$ cat src/rtl/bcd_scan_counter_pkg.sv
// Shared BCD types and constants for the scanned BCD counter.
package bcd_scan_counter_pkg;

   typedef logic [3:0] bcd_t;

   localparam bcd_t BCD_BLANK = 4'hF;
   localparam bcd_t BCD_MAX   = 4'd9;

   function automatic logic is_bcd(input bcd_t d);
      return d <= BCD_MAX;
   endfunction

endpackage

$ cat src/rtl/bcd_digit.sv
// One BCD up/down digit cell: step in from the lower digit,
// step out (carry or borrow) to the next higher digit.
module bcd_digit
   import bcd_scan_counter_pkg::*;
(
   input  logic up_dn,
   input  logic step_in,
   input  bcd_t digit,
   output bcd_t digit_next,
   output logic step_out
);

   always_comb begin
      digit_next = digit;
      step_out   = 1'b0;
      if (step_in) begin
         if (up_dn) begin
            if (digit >= BCD_MAX) begin
               digit_next = '0;
               step_out   = 1'b1;
            end else begin
               digit_next = digit + 4'd1;
            end
         end else begin
            if (digit == '0) begin
               digit_next = BCD_MAX;
               step_out   = 1'b1;
            end else begin
               digit_next = digit - 4'd1;
            end
         end
      end
   end

endmodule

$ cat src/rtl/bcd_scan_counter.sv
// Multi-digit BCD up/down counter with a time-multiplexed
// digit scanner feeding a seven-segment decoder.
module bcd_scan_counter
   import bcd_scan_counter_pkg::*;
#(
   parameter int NUM_DIGITS = 4,
   parameter int SCAN_DIV   = 1000,
   parameter int BLANK_LZ   = 1
) (
   input  logic                    clk,
   input  logic                    rst,
   input  logic                    en,
   input  logic                    up_dn,
   input  logic                    clr,
   input  logic                    load,
   input  logic [4*NUM_DIGITS-1:0] load_val,
   output logic [4*NUM_DIGITS-1:0] count_val,
   output logic                    carry,
   output logic                    load_err,
   output logic [3:0]              bcd_out,
   output logic [NUM_DIGITS-1:0]   dig_sel
);

   localparam int W  = 4 * NUM_DIGITS;
   localparam int IW = (NUM_DIGITS > 1) ? $clog2(NUM_DIGITS) : 1;
   localparam int PW = $clog2(SCAN_DIV);
   localparam logic [PW-1:0] PRESC_TC = PW'(SCAN_DIV - 1);
   localparam logic [IW-1:0] IDX_LAST = IW'(NUM_DIGITS - 1);

   logic [NUM_DIGITS:0]   step;
   logic [W-1:0]          count_next;
   logic                  load_ok;
   logic [NUM_DIGITS-1:0] blank;
   logic                  hi_zero;
   logic [PW-1:0]         presc;
   logic                  tc;
   logic [IW-1:0]         idx;
   logic [IW-1:0]         idx_next;
   bcd_t                  nib_next;

   assign step[0] = en;

   for (genvar i = 0; i < NUM_DIGITS; i++) begin : g_dig
      bcd_digit u_digit (
         .up_dn      (up_dn),
         .step_in    (step[i]),
         .digit      (count_val[4*i +: 4]),
         .digit_next (count_next[4*i +: 4]),
         .step_out   (step[i+1])
      );
   end

   always_comb begin
      load_ok = 1'b1;
      for (int i = 0; i < NUM_DIGITS; i++) begin
         if (!is_bcd(load_val[4*i +: 4])) load_ok = 1'b0;
      end
   end

   // Invalid loads leave the count alone so no non-BCD state exists
   always_ff @(posedge clk or posedge rst) begin
      if (rst) begin
         count_val <= '0;
         carry     <= 1'b0;
         load_err  <= 1'b0;
      end else begin
         carry    <= 1'b0;
         load_err <= 1'b0;
         if (clr) begin
            count_val <= '0;
         end else if (load) begin
            if (load_ok) count_val <= load_val;
            else         load_err  <= 1'b1;
         end else if (en) begin
            count_val <= count_next;
            carry     <= step[NUM_DIGITS];
         end
      end
   end

   // Digit k blanks when it and all higher digits are zero
   always_comb begin
      blank   = '0;
      hi_zero = 1'b1;
      for (int i = NUM_DIGITS - 1; i > 0; i--) begin
         hi_zero  = hi_zero && (count_val[4*i +: 4] == 4'd0);
         blank[i] = (BLANK_LZ != 0) && hi_zero;
      end
   end

   assign tc = (presc == PRESC_TC);

   always_comb begin
      idx_next = idx;
      if (tc) idx_next = (idx == IDX_LAST) ? '0 : idx + IW'(1);
   end

   always_comb begin
      nib_next = count_val[4*int'(idx_next) +: 4];
      if (blank[idx_next]) nib_next = BCD_BLANK;
   end

   always_ff @(posedge clk or posedge rst) begin
      if (rst) begin
         presc   <= '0;
         idx     <= '0;
         dig_sel <= NUM_DIGITS'(1);
         bcd_out <= '0;
      end else begin
         presc   <= tc ? '0 : presc + PW'(1);
         idx     <= idx_next;
         dig_sel <= NUM_DIGITS'(1) << idx_next;
         bcd_out <= nib_next;
      end
   end

endmodule

$ cat config.mk
export PLATFORM = sky130hd
export DESIGN_NAME = bcd_scan_counter
export DESIGN_NICKNAME = d
export VERILOG_FILES = /design/src/rtl/bcd_scan_counter_pkg.sv /design/src/rtl/bcd_digit.sv /design/src/rtl/bcd_scan_counter.sv
export SDC_FILE = /design/constraint.sdc
export NUM_CORES = 1
export LEC_CHECK = 0
export ABC_AREA = 1
export ABC_CLOCK_PERIOD_IN_PS = 1900
export BUFFER_PORTS_ARGS = -buffer_cell sky130_fd_sc_hd__buf_2
export CORE_MARGIN = 3
export CORE_UTILIZATION = 57
export DETAILED_ROUTE_END_ITERATION = 12
export PLACE_DENSITY = 0.81
export SETUP_SLACK_MARGIN = 0.2
export SLEW_MARGIN = 20
export SYNTH_ARGS = -nofsm -noshare
export SYNTH_HDL_FRONTEND = slang
export SYNTH_SLANG_ARGS = --single-unit
$ cat constraint.sdc
create_clock -name clk -period 1.9 [get_ports clk]
set_input_delay 0.285 -clock clk [delete_from_list [all_inputs] [get_ports clk]]
set_output_delay 0.285 -clock clk [all_outputs]
set_load 0.02 [all_outputs]
; After elaboration in Yosys (flattened, before gate mapping)
; Index checks and enable logic that the tools add are counted.
[classes]
addsub = 10
order_cmp = 9
eq_ne = 3
n_shift = 2
muxes = 51
n_reduce_logical = 14
[ops]
columns = cell, count
row1 = $mux W16, 4
row2 = $mux W4, 16
row3 = $mux W1, 27
row4 = $add A4 B1 Y4 const B, 4
row5 = $ge A4 B4 Y1 const B, 4
row6 = $le A4 B4 Y1 const B, 4
row7 = $logic_not A4 Y1, 4
row8 = $shiftx A16 B5 Y4, 1
row9 = $sub A4 B1 Y4 const B, 4
row10 = $reduce_bool A3 Y1, 4
row11 = $add A10 B1 Y10 const B, 1
row12 = $eq A10 B10 Y1 const B, 1
row13 = $mux W10, 1
row14 = $reduce_and A3 Y1, 3
row15 = $mux W2, 2
row16 = $shl A1 B2 Y4 const A, 1
row17 = $lt A2 B3 Y1 const B, 1
row18 = $ne A3 B2 Y1 const B, 1
row19 = $add A2 B1 Y2 const B, 1
row20 = $bmux W1 S2, 1
row21 = $eq A2 B2 Y1 const B, 1
row22 = $logic_and A1 B1 Y1, 2
row23 = $reduce_and A2 Y1, 1
[totals]
reg_bits = 38
in_bits = 22
output_inout_bits = 26

; Logic depth before layout (Yosys ltp)
[depth]
ltp_word = 10
mapped_depth = 13

; Modules after synthesis
; Synthesis repeated with hierarchy kept, for this count alone.
[hier_totals]
cells_unflattened = 424
hier_area_um2 = 3088.0
[by_module_without_submodules]
columns = module, n_inst, cells_per_inst, area_each_um2, seq_area_each_um2
row1 = bcd_scan_counter, 1, 228, 1976.9, 952.2
row2 = bcd_digit, 4, 49, 277.8, 0.0

; Worst setup path after synthesis
; Ideal clock, no wire load.
[synth_timing]
path_kind = register to register
from = reg count_val[4]
to = reg count_val[12]
setup_ns = 0.118
arrival_time_ns = 1.637
t_required_ns = 1.782
slack_ns = 0.145
path_stages_with_launch = 14
n_path_buf = 0
period_less_slack_ns = 1.755
path_cell_list = dfrtp_1 > inv_1 > ha_1 > nand2_1 > nor2_2 > nand2_1 > nand2_1 > inv_1 > nor2_2 > nand2_1 > nand2_2 > nand2_2 > nand2_1 > nand2_1
[synth_between]
elab_chain_len = 7
word_cells_on_any_way = 9
classes_between = 1 x order compare / 5 x mux / 3 x reduce/logical
[synth_lines]
columns = item, line
row1 = start: declaration, bcd_scan_counter.sv:17  ; output logic [4*NUM_DIGITS-1:0] count_val,
row2 = start signal: assignment, bcd_scan_counter.sv:72  ; if (load_ok) count_val <= load_val;
row3 = start signal: assignment, bcd_scan_counter.sv:75  ; count_val <= count_next;
row4 = $ge A4 B4 Y1 / $logic_not A4 Y1 (equally long branches), "bcd_digit.sv:18, bcd_digit.sv:25"
row5 = "$mux W1, on equally long branches", "bcd_digit.sv:18, bcd_digit.sv:25"
row6 = $mux W1 *, bcd_digit.sv:17  ; if (up_dn) begin
row7 = $mux W1 * (2 in a row), bcd_digit.sv:16  ; if (step_in) begin
row8 = $reduce_bool A3 Y1 (no source line) *, n/a
row9 = $reduce_and A3 Y1 (no source line) *, n/a
; Every way passes the cells marked *; elsewhere a longest branch is shown, timed or not.
; A chain may end at the register's enable or synchronous reset.

; Worst setup path in the final report
[layout_timing]
from = reg presc[0]
to = reg presc[9]
[layout_between]
elab_chain_len = 2
word_cells_on_any_way = 3
classes_between = 1 x add/sub / 1 x eq/ne / 1 x mux
[layout_lines]
columns = item, line
row1 = start: declaration, bcd_scan_counter.sv:35  ; logic [PW-1:0] presc;
row2 = start signal: assignment, bcd_scan_counter.sv:110  ; presc <= tc ? '0 : presc + PW'(1);
row3 = $add A10 B1 Y10 / $eq A10 B10 Y1 (equally long branches), "bcd_scan_counter.sv:110, bcd_scan_counter.sv:91"
row4 = $mux W10 *, bcd_scan_counter.sv:110
; Marked as above.

==> results.py <==
metrics = {
    "status": {
        "outcome": "finished clean",
    },
    "grt": {
        "grt.overflow.total": 0,
        "grt_pass1_vias": 2742,
        "grtUsageTotal_pct": 28.9,
        "grt_pass1_wl_um": 12600,
        "antenna_found_initial": 0,
        "grt_max_degree": 39,
    },
    "route": {
        "avgRoutedWirePerCell_um": 17.7,
        "drt_iter0_drc": 462,
        "drc_errors": 0,
        "viasPerCell": 5.93,
        "wl_um": 9820,
        "vias": 3295,
        "firstDrtPassIters": 6,
        "ant_nets": 0,
    },
    "timing": {
        "fmax_mhz": 540,
        "finalCritPeriodShare_pct": 97.5,
        "slew_headroom_pct": 67.3,
        "tightest_slew_ns": 0.491,
        "setup_tns_ns": 0,
        "rsz0062_at_grt": "yes",
        "hold_viol": 0,
        "setup-violations-final": 0,
        "finalWorstSetupSlack_ns": 0.0470,
        "slew_viol_final": 0,
        "skew_ns": 0.00872,
        "period_needed_ns": 1.85,
    },
    "critical_path": {
        "critPathLaunchType": "flip-flop",
        "reg2reg_from": "presc[0]",
        "endpoint_kind": "flip-flop",
        "cp.arrival_ns": 2.03,
        "cp.required_ns": 2.07,
        "r2r_setup_slack_ns": 0.05,
        "cp-startpoint": "presc[0]",
        "cp_max_fo": 3,
        "path_class": "reg -> reg",
        "r2r_cells": 9,
        "r2r_end": "presc[9]",
    },
    "synth": {
        "syn_inst": 389,
        "seq_area_frac_synth_pct": 34.3,
        "yosys_warnings": 0,
        "synth_nets": 426,
        "syn_area_per_cell_sq_um": 7.14,
        "synth_cell_types": 38,
        "syn_area_sq_um": 2780,
        "synth_seq_cells": 38,
    },
    "die": {
        "die_h_um": 75.8,
        "std_cell_rows": 24,
        "io_pins": 48,
        "core_area_sq_um": 4530,
        "start_util_pct": 61.2,
        "die_area_sq_um": 5740,
        "die_x_um": 75.8,
    },
    "clocking": {
        "path_clk_slew_ns": 0.08,
        "cts_tree": "done",
        "cts_buffers": 5,
        "clockRootBuffer": "clkbuf_8",
        "cts.htree.levels": 2,
        "cts_max_path_buffers": 2,
        "cts.sinks": 38,
        "cts_hold_buf": 0,
        "clkLatencyLatePin_ns": 0.30,
    },
    "cells_and_area": {
        "drive_gt1_share_pct": 36.7,
        "finalInstanceArea_sq_um": 3800,
        "antenna_cells": 0,
        "layout_commonest_cell": "nand2_1",
        "num-fill-cells": 254,
        "area_growth_syn_to_layout_pct": 36.7,
        "layout.nets": 527,
        "layout_common_cells": "nand2_1, buf_4, buf_2",
        "utilization_pct": 83.7,
    },
    "placement": {
        "gp_congestion": 0.892,
        "hpwl_um": 5000,
        "dpl_cell_area_sq_um": 3100,
        "io_buffers": 47,
        "dp_worst_setup_slack_ns": 0.0797,
    },
    "job": {
        "maxCapViolCount": 0,
    },
    "min_path": {
        "min_path_type": "in -> async",
    },
    "pwr": {
        "powerDensity_nw_per_um2": 755,
        "max-vdd-ir-drop_uv": 513,
        "power_leakage_uw": 0.00209,
    },
}
## flip-flops by register name, indices dropped and copies added, names as in the netlist
signal	flops
bcd_out	4
dig_sel	4
idx	2
load_err	1
carry	1
presc	10
count_val	16
## power breakdown
part           switching, uW  leakage, uW  internal, uW
clock network            307    0.0000585           429
registers               89.6     0.000484           873
logic                    691      0.00155           478
## timing repair
action / in CTS / in global routing
endpoints found under the setup margin: 17 / 21
pin swaps: 10 / 25
buffers inserted: 22 / 23
gates resized for setup: 16 / 44
gates cloned: 2 / 0
## logic make-up (layout without fill, tap and decap cells)
kind of cell               Yosys count  after routing  share of synthesized area (%)
xor gates and xnor gates            11             11                           3.47
buffers and inverters               53            153                           8.25
DFF                                 38             38                           34.3
adders and majority gates           15             15                           6.76
and+or+nand+nor                    217            219                           36.7
AOI/OAI and AO/OA                   55             55                           10.5
## layout make-up
cell class	instances	area, sq um	share of cell area, %
inverters	44	173	4.55
clock inverters	1	30.0	0.791
multi-input cells	300	1810	47.8
flip-flops and latches	38	960	25.3
clock buffers	7	86.3	2.27
repair buffers	101	653	17.2
well taps	65	81.3	2.14
## routing by layer
metal  vias to the layer above  wire [um]  GRT usage (%)  part of all wire [%]
met3                        72        877           5.54                   8.9
met4                         0        575           13.8                   5.9
met5                         -          0              0                     0
met1                      1505       3660           37.3                    37
met2                       262       4710           46.4                    48
li1                       1456          -              -                     -
## worst max path at each step
| stage | to | slack [ns] | depth (start not counted) |
|---|---|---|---|
| floorplan | count_val[12] | 0.22 | 13 |
| global placement | count_val[15] | 0.15 | 13 |
| finish | presc[9] | 0.05 | 9 |
| global route | presc[9] | -0.04 | 9 |
| detailed placement | count_val[14] | 0.08 | 13 |
| CTS | count_val[14] | 0.20 | 13 |
## critical path, cell delays in order, from the launching register on
cell     delay [ns]
dfrtp_1        0.41
buf_4          0.13
buf_4          0.09
nand3_1        0.12
nor2_1         0.23
nand3_1        0.16
nor2_1         0.19
nand2_1        0.11
o21ai_0        0.21
a21oi_1        0.07
## per-stage QoR
stage / power (uW) / std cells / hold slack (ns)
6_report: 2870 / 556 / 0.0820
5_1_grt: 3000 / 556 / 0.137
4_1_cts: 2630 / 533 / 0.0994
3_5_place_dp: 1780 / 501 / 0.423
3_3_place_gp: 1770 / 501 / 0.417
2_1_floorplan: 1540 / 389 / 0.414
## Yosys cell counts (all sizes together)
cell type / n / share of area (%)
a21oi: 17 / 3.2
nor2: 33 / 5.9
ha: 15 / 6.8
nand2: 127 / 18
xnor2: 5 / 1.6
dfrtp: 37 / 33
nor3: 2 / 0.36
nand3: 40 / 7.8
o211ai: 3 / 0.81
clkbuf: 3 / 0.45
and2: 2 / 0.45
a31oi: 2 / 0.45
o21ai: 31 / 5.6
or2: 2 / 0.45
xor2: 6 / 1.9
nor3b: 1 / 0.27
buf: 6 / 1.8
nand4: 7 / 2.1
inv: 44 / 5.9
o22ai: 1 / 0.23
a211oi: 1 / 0.27
nand3b: 3 / 0.81
dfstp: 1 / 0.95
No activity file was read; power rests on OpenSTA's default activity.
